==> src/rtl/if_stage.sv <==
// Instruction-fetch stage: owns the PC, keeps at most one instruction-memory
// request in flight, and buffers the returned word for the IF/ID register.
// An empty buffer is presented as NOP_INSTR, so the register downstream needs
// no valid bit of its own.
module if_stage #(
    parameter logic [31:0] RESET_PC  = 32'h0000_0000,
    parameter logic [31:0] NOP_INSTR = 32'h0000_0013
) (
    input  logic        clk,
    input  logic        rst_n,
    input  logic        stallf,
    input  logic        pc_redirect,
    input  logic [31:0] pc_target,
    output logic        imem_req,
    output logic [31:0] imem_addr,
    input  logic        imem_rvalid,
    input  logic [31:0] imem_rdata,
    output logic [31:0] instrf,
    output logic [31:0] pcf,
    output logic [31:0] pc4f,
    output logic        validf
);

    localparam int unsigned XLEN = 32;
    localparam logic [XLEN-1:0] INSTR_BYTES = XLEN'(4);

    typedef enum logic [1:0] {
        S_REQ  = 2'd0,
        S_WAIT = 2'd1,
        S_HOLD = 2'd2
    } state_t;

    state_t          state;
    state_t          state_n;
    logic [XLEN-1:0] pc;
    logic [XLEN-1:0] pc_n;
    logic [XLEN-1:0] pc_plus4;
    logic            kill;
    logic            kill_n;
    logic            validf_n;
    logic [XLEN-1:0] instrf_n;
    logic [XLEN-1:0] pcf_n;
    logic [XLEN-1:0] pc4f_n;

    // Sequential PC arithmetic wraps naturally at 2^32.
    assign pc_plus4  = pc + INSTR_BYTES;
    assign imem_addr = pc;

    // State register.
    always_ff @(posedge clk or negedge rst_n) begin
        if (!rst_n) begin
            state <= S_REQ;
        end else begin
            state <= state_n;
        end
    end

    // PC, kill flag and the IF/ID-facing buffer.
    always_ff @(posedge clk or negedge rst_n) begin
        if (!rst_n) begin
            pc     <= RESET_PC;
            kill   <= 1'b0;
            validf <= 1'b0;
            instrf <= NOP_INSTR;
            pcf    <= RESET_PC;
            pc4f   <= RESET_PC + INSTR_BYTES;
        end else begin
            pc     <= pc_n;
            kill   <= kill_n;
            validf <= validf_n;
            instrf <= instrf_n;
            pcf    <= pcf_n;
            pc4f   <= pc4f_n;
        end
    end

    // Next-state decode; redirect outranks a response, which outranks a stall.
    always_comb begin
        state_n = state;
        case (state)
            S_REQ: begin
                if (!pc_redirect) begin
                    state_n = S_WAIT;
                end
            end
            S_WAIT: begin
                if (pc_redirect) begin
                    // Response arriving with the redirect is dropped outright;
                    // otherwise keep waiting and discard it later via kill.
                    state_n = imem_rvalid ? S_REQ : S_WAIT;
                end else if (imem_rvalid) begin
                    state_n = kill ? S_REQ : S_HOLD;
                end
            end
            S_HOLD: begin
                if (pc_redirect) begin
                    state_n = S_REQ;
                end else if (!stallf) begin
                    state_n = S_WAIT;
                end
            end
            default: state_n = S_REQ;
        endcase
    end

    // Next values for the PC, kill flag and fetch buffer.
    always_comb begin
        pc_n     = pc;
        kill_n   = kill;
        validf_n = validf;
        instrf_n = instrf;
        pcf_n    = pcf;
        pc4f_n   = pc4f;
        case (state)
            S_REQ: begin
                if (pc_redirect) begin
                    pc_n = pc_target;
                end
            end
            S_WAIT: begin
                if (pc_redirect) begin
                    pc_n   = pc_target;
                    kill_n = !imem_rvalid;
                end else if (imem_rvalid) begin
                    if (kill) begin
                        kill_n = 1'b0;
                    end else begin
                        instrf_n = imem_rdata;
                        pcf_n    = pc;
                        pc4f_n   = pc_plus4;
                        validf_n = 1'b1;
                        pc_n     = pc_plus4;
                    end
                end
            end
            S_HOLD: begin
                if (pc_redirect) begin
                    validf_n = 1'b0;
                    instrf_n = NOP_INSTR;
                    pc_n     = pc_target;
                end else if (!stallf) begin
                    // IF/ID takes the buffer on this edge; pcf/pc4f keep their values.
                    validf_n = 1'b0;
                    instrf_n = NOP_INSTR;
                end
            end
            default: begin
                pc_n = pc;
            end
        endcase
    end

    // Request strobe decoded from state and inputs; quiet while in reset.
    always_comb begin
        imem_req = 1'b0;
        case (state)
            S_REQ:   imem_req = !pc_redirect;
            S_WAIT:  imem_req = 1'b0;
            S_HOLD:  imem_req = !pc_redirect && !stallf;
            default: imem_req = 1'b0;
        endcase
        if (!rst_n) begin
            imem_req = 1'b0;
        end
    end

endmodule

==> config.mk <==
export PLATFORM = sky130hd
export DESIGN_NAME = if_stage
export DESIGN_NICKNAME = d
export VERILOG_FILES = /design/src/rtl/if_stage.sv
export SDC_FILE = /design/constraint.sdc
export NUM_CORES = 1
export LEC_CHECK = 0
export CORE_UTILIZATION = 35
export CTS_CLUSTER_DIAMETER = 120
export DETAILED_ROUTE_END_ITERATION = 8
export PLACE_DENSITY = 0.75
export SLEW_MARGIN = 20
export SYNTH_ARGS = -nofsm -noshare
export SYNTH_HDL_FRONTEND = slang
export SYNTH_SLANG_ARGS = --single-unit
==> constraint.sdc <==
create_clock -name clk -period 5.6 [get_ports clk]
set_clock_uncertainty 0.2 [all_clocks]
set_input_delay 0.84 -clock clk [delete_from_list [all_inputs] [get_ports clk]]
set_output_delay 0.84 -clock clk [all_outputs]
set_load 0.005 [all_outputs]
== Yosys cells after proc, flatten, opt, wreduce, memory -nomap -nowiden ==
Cells that the tools add are included.

* Reduce and logical (&&, ||, !) cells: 14
* Eq/ne operators: 10
* Add/sub/neg operators: 1
* Bitwise operators: 2
* Muxes and demuxes: 29

{| class="wikitable"
|+ Operators by type and width
! kind !! count
|-
| two-way mux 32 bit || 9
|-
| case mux 32 bit (2 select lines) || 2
|-
| adder 32 x 3 -> 32 bit, second input constant || 1
|-
| two-way mux 2 bit || 6
|-
| two-way mux 1 bit || 9
|-
| != test 3 bit, second input constant || 3
|-
| != test 2 bit, second input constant || 4
|-
| AND reduction 4 bit || 2
|-
| case mux 2 bit (3 select lines) || 1
|-
| nonzero test 2 bit || 3
|-
| AND reduction 5 bit || 1
|-
| case mux 1 bit (2 select lines) || 2
|-
| zero test 1 bit || 3
|-
| AND reduction 3 bit || 1
|-
| equality test 2 x 1 -> 1 bit, second input constant || 1
|-
| equality test 2 bit, second input constant || 1
|-
| zero test 2 bit || 1
|-
| != test 2 x 1 -> 1 bit, second input constant || 1
|-
| inverter 1 bit || 2
|-
| AND reduction 2 bit || 1
|-
| OR reduction 2 bit || 1
|-
| logical AND 1 bit || 1
|}

* Register bits after elaboration: 132
* Logic and storage cells: 63
* Input bits: 69

== Longest topological paths before layout ==
Gate-level depths: netlist of the first run.

* Depth after elaboration: 5
* Gate-level depth with buffers: 7

== Worst setup path after synthesis of the first run ==
Ideal clock, no wire load.

* Path kind: input-to-reg
* From: in pc_redirect
* To: reg pc[28], in the netlist imem_addr[28]
* Arrival: 2163 ps
* Stages: 7
* Slack: 3115 ps
* Path buffers: 3
* Setup time: 123 ps
* Path through: nand2b_1 > clkbuf_1 > nor3b_1 > clkbuf_1 > clkbuf_1 > nand3_1 > o221a_2

* Word-level cells in the longest chain between the ends: 2

{| class="wikitable"
|+ Ends and longest elaborated chain
! element !! RTL line !! source
|-
| start: declaration || 12 || <nowiki>input logic pc_redirect,</nowiki>
|-
| != test 3 bit (no source line) (tied with other cells) || n/a ||
|-
| AND reduction 4 bit (no source line) or case mux 32 bit (2 select lines) (tied branches) || n/a ||
|-
| end signal: assignment || 68 || <nowiki>pc <= pc_n;</nowiki>
|-
| end: declaration || 35 || <nowiki>logic [XLEN-1:0] pc;</nowiki>
|}

Several ways; a longest one is shown, not always the timed one.
A chain may end at the register's enable or synchronous reset.

== Worst setup path after layout of the first run ==
* From: in pc_redirect
* To: out imem_req

* Word-level cells in the longest chain between the ends: 4

{| class="wikitable"
|+ Ends and longest elaborated chain
! element !! RTL line !! source
|-
| zero test 1 bit (*) || 157, 159 ||
|-
| logical AND 1 bit || 159 || <nowiki>S_HOLD: imem_req = !pc_redirect && !stallf;</nowiki>
|-
| case mux 1 bit (2 select lines) (*) || 156 || <nowiki>case (state)</nowiki>
|-
| two-way mux 1 bit (*) || 162 || <nowiki>if (!rst_n) begin</nowiki>
|-
| end: declaration || 14 || <nowiki>output logic imem_req,</nowiki>
|}

Every way passes the cells marked *; elsewhere a longest branch is shown, timed or not.

==> results of run 1 <==
## registers in the layout, summed over array words and instances (netlist names)
register and cells:
imem_addr 32, instrf 32, pcf 32, pc4f 30, state 2, kill 1
validf 1
## routing by layer
metal / vias up / global-route usage (%) / part of all wire (%)
met4: 0 / 7.43 / 2.2
met2: 192 / 32.2 / 47
met5: - / 0 / 0
met1: 2437 / 27.8 / 44
met3: 25 / 5.83 / 7.0
li1: 2488 / - / -
## through the flow
stage	total power (µW)	hold slack, ns	cell area [µm²]	util [%]
3_5_place_dp	3500	0.253	8010	49.7
4_1_cts	4580	0.174	8570	53.2
5_1_grt	4830	0.195	8580	53.2
6_report	4550	0.162	8580	53.2
3_3_place_gp	3470	0.250	8010	49.7
2_1_floorplan	2380	0.249	5860	-
## Yosys cell counts, types with 5 or more instances
cell / n / area (µm²)
a2bb2oi_1: 5 / 43.8
nand3_1: 15 / 75.1
or3_1: 5 / 31.3
a22o_1: 29 / 254
a21oi_1: 36 / 180
and3_1: 9 / 56.3
xor2_1: 11 / 96.3
clkbuf_1: 38 / 143
nor2_1: 39 / 146
a32oi_1: 5 / 43.8
nand4_1: 5 / 31.3
o22ai_1: 6 / 37.5
dfrtp_1: 126 / 3150
o22a_1: 6 / 52.6
o21a_1: 5 / 37.5
inv_1: 13 / 48.8
xnor2_1: 17 / 149
nor3_1: 9 / 45.0
o21ai_0: 39 / 195
nand2_1: 142 / 533
## critical path, delay by kind of cell
family,cells,cell delay [ns]
simple gates,2,0.41
buf+inv,2,1.20
## final cells by class
class                      instances  area, µm²
fill                            1455       7540
tap                              216        270
sequential                       130       3260
clock inverter                     7       85.1
clock buffer                      25        475
timing repair buffer             208       2060
multi-input combinational        424       2380
inverter                          13       48.8
## logic make-up after synthesis
group	Yosys count	synth area share [%]
AOI/OAI and AO/OA	151	17.3
DFF	130	55.6
xor gates and xnor gates	28	4.18
adders and majority gates	1	0.213
muxes	1	0.171
and+or+nand+nor	243	18.5
buffers and inverters	60	4.16
## report_power, final
group	internal (µW)	leakage, µW	switching, µW
combinational	1060	0.00186	681
clock	674	0.000279	383
sequential	1360	0.00156	386
## final timing paths
kind                                   start             to  slack [ns]  cells after the start
worst max-delay path             pc_redirect       imem_req        2.09                      4
worst min-delay path                   rst_n         pcf[6]        0.16                      1
worst max register to register  imem_addr[2]  imem_addr[24]        2.86                      6
worst min register to register     instrf[0]      instrf[0]        0.26                      2
max in group asynchronous              rst_n       pc4f[25]        3.95                      2
min in group clk                   instrf[0]      instrf[0]        0.26                      2
==> results_dict.tcl, run 1 <==
set metrics [dict create \
    outcome "finished, final reports clean" \
    grt_pass1_vias 5064 \
    post_cts_buffers 0 \
    nNetsFinal 864 \
    core_um2 16100 \
    synth-edff-count 0 \
    grt.overflow.total 0 \
    root_buffer "clkbuf_16" \
    slew_headroom_pct 37.4 \
    hold_buffers 0 \
    ctsHtreeMaxLevel 4 \
    synth_warnings 0 \
    fp-row-count 46 \
    critPathMaxFanout 15 \
    final_cell_mix "197 x clkdlybuf4s50_1, 141 x nand2_1, 126 x dfrtp_1" \
    maxCapViolCount 0 \
    avgViaCountPerCell 5.03 \
    synth-seq-area-share_pct 55.6 \
    drc 0 \
    gp_congestion 0.810 \
    worstPathArrival_ns 2.47 \
    fmax_mhz 285 \
    syn_area_per_cell_um2 9.55 \
    first_iter_violations 439 \
    synthFlopType "dfrtp_1" \
    place_ws_ns 1.72 \
    grt_pass1_wl_um 28000 \
    ant_nets 0 \
    critPathRequiredTime_ns 4.56 \
    syn_area_um2 5860 \
    synth_cell_types 48 \
    finalHoldViolations 0 \
    die_area_um2 17300 \
    grtUsageTotal_pct 20.8 \
    dpl.hpwl_um 12200 \
    cp_common_cell "clkdlybuf4s50_1" \
    async_flop_share_pct 100 \
    layout_commonest_cell "clkdlybuf4s50_1" \
    synthCells 614 \
    power.leakage_uw 0.00370 \
    setup_tns_ns 0 \
    cp_slowest_stage_delay_ns 0.67 \
    num_io_pins 199 \
    firstDrtPassIters 5 \
    cts_tree "done" \
    die_y_um 131 \
    worstSetupPathType "primary input to output port" \
    drive_above_1_share_pct 6.82 \
    post_drt_wl_per_cell_um 17.0 \
    postSynthNetCount 684 \
    finalCritPeriodShare_pct 62.6 \
    fin_cells 1023 \
    grt_antenna_before_repair 0 \
    drv_slew 0 \
    clockBufferDepth 2 \
    dr_total_vias 5142 \
    power_density_nw_per_um2 530 \
    worstMarginPinSlew_ns 0.932 \
    cts_resized 0 \
    grt_start_max_net_pins 81 \
    insertedDiodeCount 0 \
    portBuffers 198 \
    hold_path_class "primary input to asynchronous set/reset pin" \
    wl_um 17400 \
    initial_core_util_pct 36.4 \
    area_growth_pct 46.3 \
    period_minus_slack_ns 3.51 \
    place_inst 991 \
    crit_path_start_kind "primary input" \
    finalSetupViolations 0 \
    path_clk_slew_ns 0.05 \
    crit_path_top_delay_cell "clkdlybuf4s50_1" \
    cts.sinks 130 \
    die_w_um 131 \
    rsz0062_at_grt "false" \
    clock_latency_ns 0.42 \
    cts_made_buffers 17 \
    fin_ws_ns 2.09 \
    cp-end-kind "output port" \
    peakVddDrop_v 0.000253 \
    crit_chain "clkdlybuf4s50_1 > nor2_1 > and3_1 > clkdlybuf4s50_1" \
    ys_ff_latch 130 \
]
Note: power is estimated with default switching activity, not from simulation.
==> inputs of run 2 (changes only) <==
==> constraint.sdc (replaced) <==
create_clock -name clk -period 3.7 [get_ports clk]
set_clock_uncertainty 0.2 [all_clocks]
set_input_delay 0.555 -clock clk [delete_from_list [all_inputs] [get_ports clk]]
set_output_delay 0.555 -clock clk [all_outputs]
set_load 0.005 [all_outputs]
==> run 2 against run 1 <==
Setup slack lost 1.3 ns. Die area is the same. Largest cell class unchanged. Cell area grew 0.58%. Combinational power grew 55%. Highest routed layer unchanged. Non-clock buffer count grew 7. Via count grew 1.3%. Sequential cell count is the same. Critical path type unchanged. Register-to-register slack lost 1.9 ns. Utilization grew 0.31 points.
==> results_dict.tcl, run 2 (synthesis gave the netlist of run 1 again) <==
set metrics [dict create \
    outcome "finished, final reports clean" \
    post_cts_buffers 0 \
    seq_area_um2 3260 \
    worstMarginPinSlew_ns 0.767 \
    seqPwrFrac_pct 38.0 \
    area_growth_pct 47.1 \
    finalInstanceArea_um2 8630 \
    critPathMaxFanout 34 \
    r2r_start "imem_addr[2]" \
    met2_length_um 8300 \
    cts_tree "done" \
    num_io_pins 199 \
    ctsHtreeMaxLevel 4 \
    power_density_nw_per_um2 796 \
    core_um2 16100 \
    hold_path_end "instrf[1]" \
    clockBufferDepth 2 \
    hold_start "instrf[1]" \
    fillers 1445 \
    firstDrtPassIters 5 \
    power.leakage_uw 0.00372 \
    insertedDiodeCount 0 \
    die_area_um2 17300 \
    critPathRequiredTime_ns 2.94 \
    routed-wl-met3_um 1090 \
    setup_tns_ns 0 \
    die_w_um 131 \
    pwr-share-comb_pct 39.2 \
    cts.sinks 130 \
    wl_um 17800 \
    p_sw_uw 2210 \
    hold_buffers 1 \
    period_minus_slack_ns 2.92 \
    clock_latency_ns 0.42 \
    grt.overflow.total 0 \
    place_inst 997 \
    wl_met1_um 8020 \
    ant_nets 0 \
    fmax_mhz 343 \
    fin_util_pct 53.5 \
    avgViaCountPerCell 5.06 \
    rr_endpoint "imem_addr[30]" \
    grtUsageTotal_pct 20.9 \
    fin_ws_ns 0.783 \
    swShare_pct 32.2 \
    postPlaceCellArea_um2 8070 \
    power.internal_uw 4660 \
    dpl.hpwl_um 12500 \
    grt_pass1_vias 4989 \
    gp_congestion 0.775 \
    reg2regPathDepth 6 \
    first_iter_violations 479 \
    grt_start_max_net_pins 56 \
    rrSetupSlack_ns 0.96 \
    finalHoldViolations 0 \
    whs_path_depth 2 \
    rsz0062_at_grt "false" \
    die_y_um 131 \
    final_cell_mix "197 x clkdlybuf4s50_1, 141 x nand2_1, 126 x dfrtp_1" \
    drive_above_1_share_pct 7.49 \
    drc 0 \
    worstPathArrival_ns 2.16 \
    grt_pass1_wl_um 28000 \
    peakVddDrop_v 0.000397 \
    crit_path_start_kind "primary input" \
    fin_cells 1030 \
    maxCapViolCount 0 \
    portBuffers 198 \
    cp-end-kind "output port" \
    dr_total_vias 5209 \
    root_buffer "clkbuf_16" \
    finalCritPeriodShare_pct 78.8 \
    place_ws_ns 0.646 \
    clkPwrFrac_pct 22.7 \
    path_clk_slew_ns 0.05 \
    cts_resized 0 \
    hold_path_class "flip-flop to flip-flop" \
    layout_commonest_cell "clkdlybuf4s50_1" \
    slew_headroom_pct 48.5 \
    post_drt_wl_per_cell_um 17.3 \
    grt_antenna_before_repair 0 \
    finalSetupViolations 0 \
    worstSetupPathType "primary input to output port" \
    fp-row-count 46 \
    multi_input_area_um2 2380 \
    drv_slew 0 \
    cts_made_buffers 17 \
    nNetsFinal 871 \
    dr.max_layer_used "met4" \
    initial_core_util_pct 36.4 \
]
-- run 2: cell count changes in the layout (fill, tap and decap cells not counted), sizes merged --
cell / previous run / this run
clkinv: 5 / 4
bufinv: 2 / 1
dlygate4sd3: 0 / 1
clkinvlp: 0 / 1
buf: 11 / 17
clkbuf: 25 / 26
-- run 2: worst max-delay path by stage --
stage            startpoint            end  slack (ns)  depth (start not counted)
6_report              rst_n       imem_req        0.78                          4
3_5_place_dp    pc_redirect     instrf[16]        0.65                          7
2_1_floorplan  imem_addr[2]  imem_addr[26]        1.45                          6
5_1_grt               rst_n       imem_req        0.68                          4
4_1_cts               rst_n       imem_req        0.76                          4
3_3_place_gp    pc_redirect      instrf[7]        0.71                          7
-- run 2: power by group through the flow --
stage               sequential, µW  combinational (µW)  clock (µW)
detailed placement            2610                2710           0
global placement              2620                2650           0
finish                        2610                2700        1560
global route                  2710                2920        1650
CTS                           2610                2720        1590
floorplan                     2540                1060           0
-- run 2: area by class of cell --
class | instances | share of cell area [%]
sequential | 130 | 37.8
multi-input combinational | 424 | 27.6
timing repair buffer | 215 | 24.6
clock buffer | 26 | 5.67
tap | 216 | 3.13
clock inverter | 6 | 0.667
inverter | 13 | 0.566
-- run 2: metrics by stage --
stage	hold WS, ns	total power, µW
floorplan	0.0594	3600
global placement	0.249	5270
detailed placement	0.256	5320
CTS	0.263	6930
global route	0.283	7280
finish	0.262	6870
-- run 2: routing by layer --
layer	global-route usage, %	up-vias
met3	5.05	23
met1	28.3	2504
li1	-	2506
met5	0	-
met2	32.3	176
met4	8.20	0
-- run 2: worst max-delay path: stages --
cell and delay [ns]:
dlygate4sd3_1 0.54, buf_6 0.30, and3_1 0.22, clkdlybuf4s50_1 0.52
